--- src/rtl/cim_pkg.sv ---
// Shared types and constants for the compute-in-memory row sequencer.
package cim_pkg;

   localparam int ROWS = 4;
   localparam int COLS = 4;

   typedef enum logic [1:0] {
      OP_WRITE    = 2'd0,
      OP_READ     = 2'd1,
      OP_SEARCH   = 2'd2,
      OP_MAC_SCAN = 2'd3
   } op_e;

   // Explicit encodings keep the state register readable in legacy dumps.
   typedef enum logic [2:0] {
      IDLE  = 3'd0,
      PRE   = 3'd1,
      DRV   = 3'd2,
      SENSE = 3'd3,
      RESP  = 3'd4
   } state_e;

endpackage

--- src/rtl/cim_phase_timer.sv ---
// Loadable down-counter; done is high in the last cycle of a phase.
module cim_phase_timer #(
   parameter int W = 2
) (
   input  logic         clk,
   input  logic         rst_n,
   input  logic         load,
   input  logic [W-1:0] load_val,
   output logic         done
);

   logic [W-1:0] cnt;

   always_ff @(posedge clk) begin
      if (!rst_n)
         cnt <= '0;
      else if (load)
         cnt <= load_val;
      else if (cnt != '0)
         cnt <= cnt - 1'b1;
   end

   assign done = (cnt == '0);

endmodule

--- src/rtl/cim_row_ctrl.sv ---
// Command sequencer for the 4-row CAM/MAC wordline decoder: precharge,
// wordline drive and sense phases, one response per accepted command.
module cim_row_ctrl
   import cim_pkg::*;
#(
   parameter int PRE_CYC = 2,
   parameter int DRV_CYC = 2
) (
   input  logic       clk,
   input  logic       rst_n,
   input  logic       cmd_valid,
   output logic       cmd_ready,
   input  logic [1:0] cmd_op,
   input  logic [1:0] cmd_addr,
   input  logic [3:0] cmd_data,
   output logic       mac_en,
   output logic       read_bar,
   output logic       w_en,
   output logic [1:0] addr,
   output logic [3:0] key,
   output logic [3:0] wdata,
   output logic       pre_en,
   output logic       drive_en,
   output logic       sa_en,
   input  logic [3:0] sense_in,
   output logic       rsp_valid,
   output logic [4:0] rsp_data
);

   localparam int MAXC = (PRE_CYC > DRV_CYC) ? PRE_CYC : DRV_CYC;
   localparam int CW   = (MAXC > 1) ? $clog2(MAXC) : 1;
   localparam logic [CW-1:0] PRE_LD = CW'(PRE_CYC - 1);
   localparam logic [CW-1:0] DRV_LD = CW'(DRV_CYC - 1);

   state_e      state, state_nx;
   op_e         op_q, op_nx;
   logic [1:0]  cap_addr, cap_addr_nx;
   logic [3:0]  cap_data, cap_data_nx;
   logic [1:0]  row_q, row_nx;
   logic [4:0]  acc_q, acc_nx;
   logic [4:0]  rsp_nx;
   logic [4:0]  pop;
   logic        accept;
   logic        tmr_load;
   logic [CW-1:0] tmr_val;
   logic        tmr_done;

   logic        busy_nx;
   logic        drv_mac_en, drv_w_en;
   logic [1:0]  drv_addr;
   logic [3:0]  drv_key, drv_wdata;

   assign accept = cmd_valid & cmd_ready;
   assign pop = 5'(sense_in[0]) + 5'(sense_in[1]) + 5'(sense_in[2]) + 5'(sense_in[3]);

   cim_phase_timer #(.W(CW)) u_timer (
      .clk      (clk),
      .rst_n    (rst_n),
      .load     (tmr_load),
      .load_val (tmr_val),
      .done     (tmr_done)
   );

   always_comb begin
      state_nx    = state;
      op_nx       = op_q;
      cap_addr_nx = cap_addr;
      cap_data_nx = cap_data;
      row_nx      = row_q;
      acc_nx      = acc_q;
      rsp_nx      = rsp_data;
      tmr_load    = 1'b0;
      tmr_val     = PRE_LD;
      case (state)
         IDLE: begin
            if (accept) begin
               state_nx    = PRE;
               op_nx       = op_e'(cmd_op);
               cap_addr_nx = cmd_addr;
               cap_data_nx = cmd_data;
               row_nx      = 2'd0;
               acc_nx      = 5'd0;
               tmr_load    = 1'b1;
               tmr_val     = PRE_LD;
            end
         end
         PRE: begin
            if (tmr_done) begin
               state_nx = DRV;
               tmr_load = 1'b1;
               tmr_val  = DRV_LD;
            end
         end
         DRV: begin
            if (tmr_done) begin
               if (op_q == OP_WRITE) begin
                  state_nx = RESP;
                  rsp_nx   = 5'd0;
               end else begin
                  state_nx = SENSE;
               end
            end
         end
         SENSE: begin
            if (op_q == OP_MAC_SCAN) begin
               acc_nx = acc_q + pop;
               if (row_q == 2'(ROWS - 1)) begin
                  state_nx = RESP;
                  rsp_nx   = acc_q + pop;
               end else begin
                  // Next row re-runs the full precharge/drive/sense cycle.
                  row_nx   = row_q + 2'd1;
                  state_nx = PRE;
                  tmr_load = 1'b1;
                  tmr_val  = PRE_LD;
               end
            end else begin
               state_nx = RESP;
               rsp_nx   = {1'b0, sense_in};
            end
         end
         RESP:    state_nx = IDLE;
         default: state_nx = IDLE;
      endcase
   end

   // Mode outputs are decoded from next-state values so they can be registered
   // and still line up with the phase they belong to.
   always_comb begin
      busy_nx    = (state_nx == PRE) || (state_nx == DRV) || (state_nx == SENSE);
      drv_mac_en = 1'b1;
      drv_w_en   = 1'b0;
      drv_addr   = 2'd0;
      drv_key    = 4'd0;
      drv_wdata  = 4'd0;
      if (busy_nx) begin
         case (op_nx)
            OP_WRITE: begin
               drv_w_en  = 1'b1;
               drv_addr  = cap_addr_nx;
               drv_wdata = cap_data_nx;
            end
            OP_READ:   drv_addr = cap_addr_nx;
            OP_SEARCH: begin
               drv_mac_en = 1'b0;
               drv_key    = cap_data_nx;
            end
            default:   drv_addr = row_nx;
         endcase
      end
   end

   always_ff @(posedge clk) begin
      if (!rst_n) begin
         state     <= IDLE;
         op_q      <= OP_WRITE;
         cap_addr  <= 2'd0;
         cap_data  <= 4'd0;
         row_q     <= 2'd0;
         acc_q     <= 5'd0;
         cmd_ready <= 1'b1;
         mac_en    <= 1'b1;
         read_bar  <= 1'b0;
         w_en      <= 1'b0;
         addr      <= 2'd0;
         key       <= 4'd0;
         wdata     <= 4'd0;
         pre_en    <= 1'b0;
         drive_en  <= 1'b0;
         sa_en     <= 1'b0;
         rsp_valid <= 1'b0;
         rsp_data  <= 5'd0;
      end else begin
         state     <= state_nx;
         op_q      <= op_nx;
         cap_addr  <= cap_addr_nx;
         cap_data  <= cap_data_nx;
         row_q     <= row_nx;
         acc_q     <= acc_nx;
         cmd_ready <= (state_nx == IDLE);
         mac_en    <= drv_mac_en;
         read_bar  <= 1'b0;
         w_en      <= drv_w_en;
         addr      <= drv_addr;
         key       <= drv_key;
         wdata     <= drv_wdata;
         pre_en    <= (state_nx == PRE);
         drive_en  <= (state_nx == DRV) || (state_nx == SENSE);
         sa_en     <= (state_nx == SENSE);
         rsp_valid <= (state_nx == RESP);
         rsp_data  <= rsp_nx;
      end
   end

endmodule

--- config.mk ---
export PLATFORM = sky130hd
export DESIGN_NAME = cim_row_ctrl
export DESIGN_NICKNAME = d
export VERILOG_FILES = /design/src/rtl/cim_pkg.sv /design/src/rtl/cim_phase_timer.sv /design/src/rtl/cim_row_ctrl.sv
export SDC_FILE = /design/constraint.sdc
export NUM_CORES = 1
export LEC_CHECK = 0
export ABC_AREA = 1
export CAP_MARGIN = 30
export CORE_ASPECT_RATIO = 1.75
export CORE_UTILIZATION = 50
export CTS_BUF_LIST = sky130_fd_sc_hd__clkbuf_4 sky130_fd_sc_hd__clkbuf_8 sky130_fd_sc_hd__clkbuf_16
export DETAILED_ROUTE_END_ITERATION = 6
export PLACE_DENSITY = 0.79
export RECOVER_POWER = 25
export SLEW_MARGIN = 10
export SYNTH_ARGS = -nofsm -noshare
export SYNTH_HDL_FRONTEND = slang
export SYNTH_SLANG_ARGS = --single-unit
--- constraint.sdc ---
create_clock -name clk -period 3.3 [get_ports clk]
set_clock_uncertainty 0.15 [all_clocks]
set_input_delay 0.66 -clock clk [delete_from_list [all_inputs] [get_ports clk]]
set_output_delay 0.66 -clock clk [all_outputs]
set_load 0.02 [all_outputs]
==> out/results.tsv <==
metric	value	unit
Overall Global Routing Usage	23.0	%
Avg Synthesized Cell Area	7.71	µm²
portion of the clock cycle consumed by the worst path in the final layout	90.9	%
final number of hold-violating endpoints	0	
antenna violations before repair	0	
ratio of cells with drive above 1 in the final layout	8.89	%
startpoint class of the critical path	input port	
share of synthesized cell area in and, or, nand and nor gates	30.9	%
number of routed nets with antenna violations	0	
most common cell after layout, fill and taps aside	nand2_1	
DIE AREA	3800	µm²
Hold Crit Class	flip-flop to flip-flop	
setup total negative slack	0	ns
Power, Total	1.17	mW
non-filler cells, final	315	
Final setup violation count	0	
wire length of the first global-routing pass	6310	µm
IO Count	38	
total global routing overflow	0	
post-DR wirelength/cell	11.8	µm
measured slew at the worst slew-check pin	0.580	ns
CTS tree	built	
relative area change from synthesis to final layout	27.2	%
DR DRC count	0	
crit path max fanout	2	
cell taking the most area after synthesis	dfxtp_1	
Vias/cell	4.91	
Die Width	47.0	µm
source-to-sink clock delay at the later pin of the worst-skew pair	0.29	ns
fmax	0.333	GHz
max-slew violations	0	
Final Core Density	66.4	%
static leakage	0.969	nW
RD Place Congestion	0.813	
outcome	finished clean	
cell area reported after detailed placement	2170	µm²
Routed WL	3730	µm
delay of the slowest cell on the worst path	0.54	ns
First DRT Iteration DRCs	47	
most area-consuming cells after synthesis	dfxtp_1 46%, nand2_1 11%, nor2_1 7.6%	
Clock transition at path regs	0.07	ns
arithmetic-cell share of the synthesized area counting full adders, half adders and majority gates	4.09	%
Initial Util	52.2	%
dominant synthesized flop cell	dfxtp_1	
cell at the root of the clock tree	clkbuf_8	
library cells used by synthesis	31	
Yosys warning total	0	
CP dominant cell by count	fa_1	
power per cell area	520	nW/µm²
start-to-end type of the worst setup path	input port to flip-flop	
post-synthesis share of cell area spent on xor and xnor gates	0.988	%
cell count after synthesis	230	
total of max-cap violations	0	
Worst IR Drop VDD	0.404	mV
mux contribution to synthesized area	2.26	%
router iterations before antenna repair	4	
unrepaired setup endpoints after global routing	no	
final design area excluding fillers	2260	µm²
synthesized cell area	1770	µm²
Synth async-reset ratio	0	%
HPWL after detailed placement	2770	µm
number of setup buffers added after CTS	0	
placeable core area	3400	µm²
family with the most delay on the worst path	adder cells	
number of sinks handled by clock tree synthesis	41	
number of register bits inferred by synthesis	41	
largest net degree at the start of global routing	20	
fraction of the yosys area taken by sequential cells	46.3	%
Inserted Diodes	0	
number of nets in the final layout	289	
fin crit period	3.00	ns
area share of the largest cell type after synthesis	46.3	%
cells along the critical path	clkdlybuf4s50_1 > fa_1 > inv_1 > fa_1 > fa_1 > xor2_1 > or2_0 > a21oi_1	
Die Span Y	80.8	µm
commonest cells after routing, fill and taps aside	52 x nand2_1, 41 x dfxtp_1, 37 x nor2_1, 31 x clkdlybuf4s50_1, 27 x inv_1	
buffers plus inverters on the worst setup path	2	
clock tree buffer depth	2	
number of buffers inserted by hold repair at cts	0	
number of clock buffers inserted by TritonCTS	5	
post-synthesis compound-gate area fraction	7.06	%
CTS H-tree lvls	2	
placed cell count	308	
synthesized net count	249	
count of port buffers added during placement	36	
data arrival time of the critical path	3.06	ns
Worst path slowest cell	fa_1	
via count of the first global-routing pass	1504	
kind of capture point of the worst setup path	flip-flop	
data required time of the worst path	3.36	ns
number of enable-type register cells in the synthesized netlist	0	
# resized after CTS	0	
Slew headroom	61.3	%
combinational family with the most area after synthesis	simple AND/OR/NAND/NOR gates	
Via Count	1547	
number of core rows	28	
==> tightest hold or removal path: cells and delay by family (launching register included) <==
family | cells | cell delay, ns
and+or+nand+nor | 1 | 0.07
DFF | 1 | 0.30
AOI/OAI and AO/OA | 1 | 0.06
==> logic make-up (layout without fill, tap and decap cells) <==
group | Yosys count | count (layout)
xor gates and xnor gates | 2 | 2
other | 1 | 1
buffers and inverters | 35 | 75
adders and majority gates | 4 | 4
DFF | 41 | 41
AOI/OAI and AO/OA | 24 | 24
and+or+nand+nor | 119 | 119
muxes | 4 | 4
==> final cells by class <==
| class | instances | area, µm² |
|---|---|---|
| Clock buffer | 6 | 82.6 |
| Multi-Input combinational cell | 154 | 802 |
| Inverter | 31 | 119 |
| Timing Repair Buffer | 37 | 368 |
| Clock inverter | 1 | 7.51 |
| Sequential cell | 41 | 821 |
| Fill cell | 322 | 1140 |
| Tap cell | 45 | 56.3 |
==> state kept, by name (all words and copies together), names as in the netlist <==
signal / count
acc_q: 5
rsp_data: 5
cap_data: 4
key: 4
wdata: 4
state: 3
addr: 2
cap_addr: 2
op_q: 2
row_q: 2
cmd_ready: 1
drive_en: 1
mac_en: 1
pre_en: 1
rsp_valid: 1
sa_en: 1
u_timer.cnt: 1
w_en: 1
==> per-layer routing <==
layer	vias up	wire length [µm]	track usage [%]	part of all wire (%)
li1	789	-	-	-
met5	-	0	0	0
met3	9	136	4.44	3.6
met2	43	2070	40.3	55
met4	0	83	10.3	2.2
met1	706	1440	25.6	39
==> Yosys cell counts, types with 3 or more instances <==
library cell	number
inv_1	27
a21oi_1	16
nand2_1	51
o21ai_0	4
nor2_1	36
nand3_1	11
nand2_2	6
inv_2	3
fa_1	3
mux2i_1	4
dfxtp_1	41
==> report_power, final <==
group | internal, mW | switching (mW) | leakage [nW]
combinational | 0.110 | 0.178 | 0.592
sequential | 0.535 | 0.0212 | 0.333
clock | 0.165 | 0.164 | 0.0433
==> metrics by stage <==
stage	hold slack, ns	worst slack (ns)
after floorplan	0.295	0.612
after global placement	0.305	0.0497
after detailed placement	0.308	-0.0176
after CTS	0.322	0.277
after global routing	0.337	0.142
final	0.321	0.300
==> worst paths after layout <==
check	cells after the start	endpoint	from	slack (ns)
max	8	acc_q[2]$_SDFFE_PN0P_	sense_in[0]	0.30
min	2	cap_addr[1]$_SDFF_PN0_	cap_addr[1]$_SDFF_PN0_	0.32
max reg2reg	6	acc_q[2]$_SDFFE_PN0P_	acc_q[0]$_SDFFE_PN0P_	1.29
min reg2reg	2	cap_addr[1]$_SDFF_PN0_	cap_addr[1]$_SDFF_PN0_	0.32
Note: power is estimated with default switching activity, not from simulation.
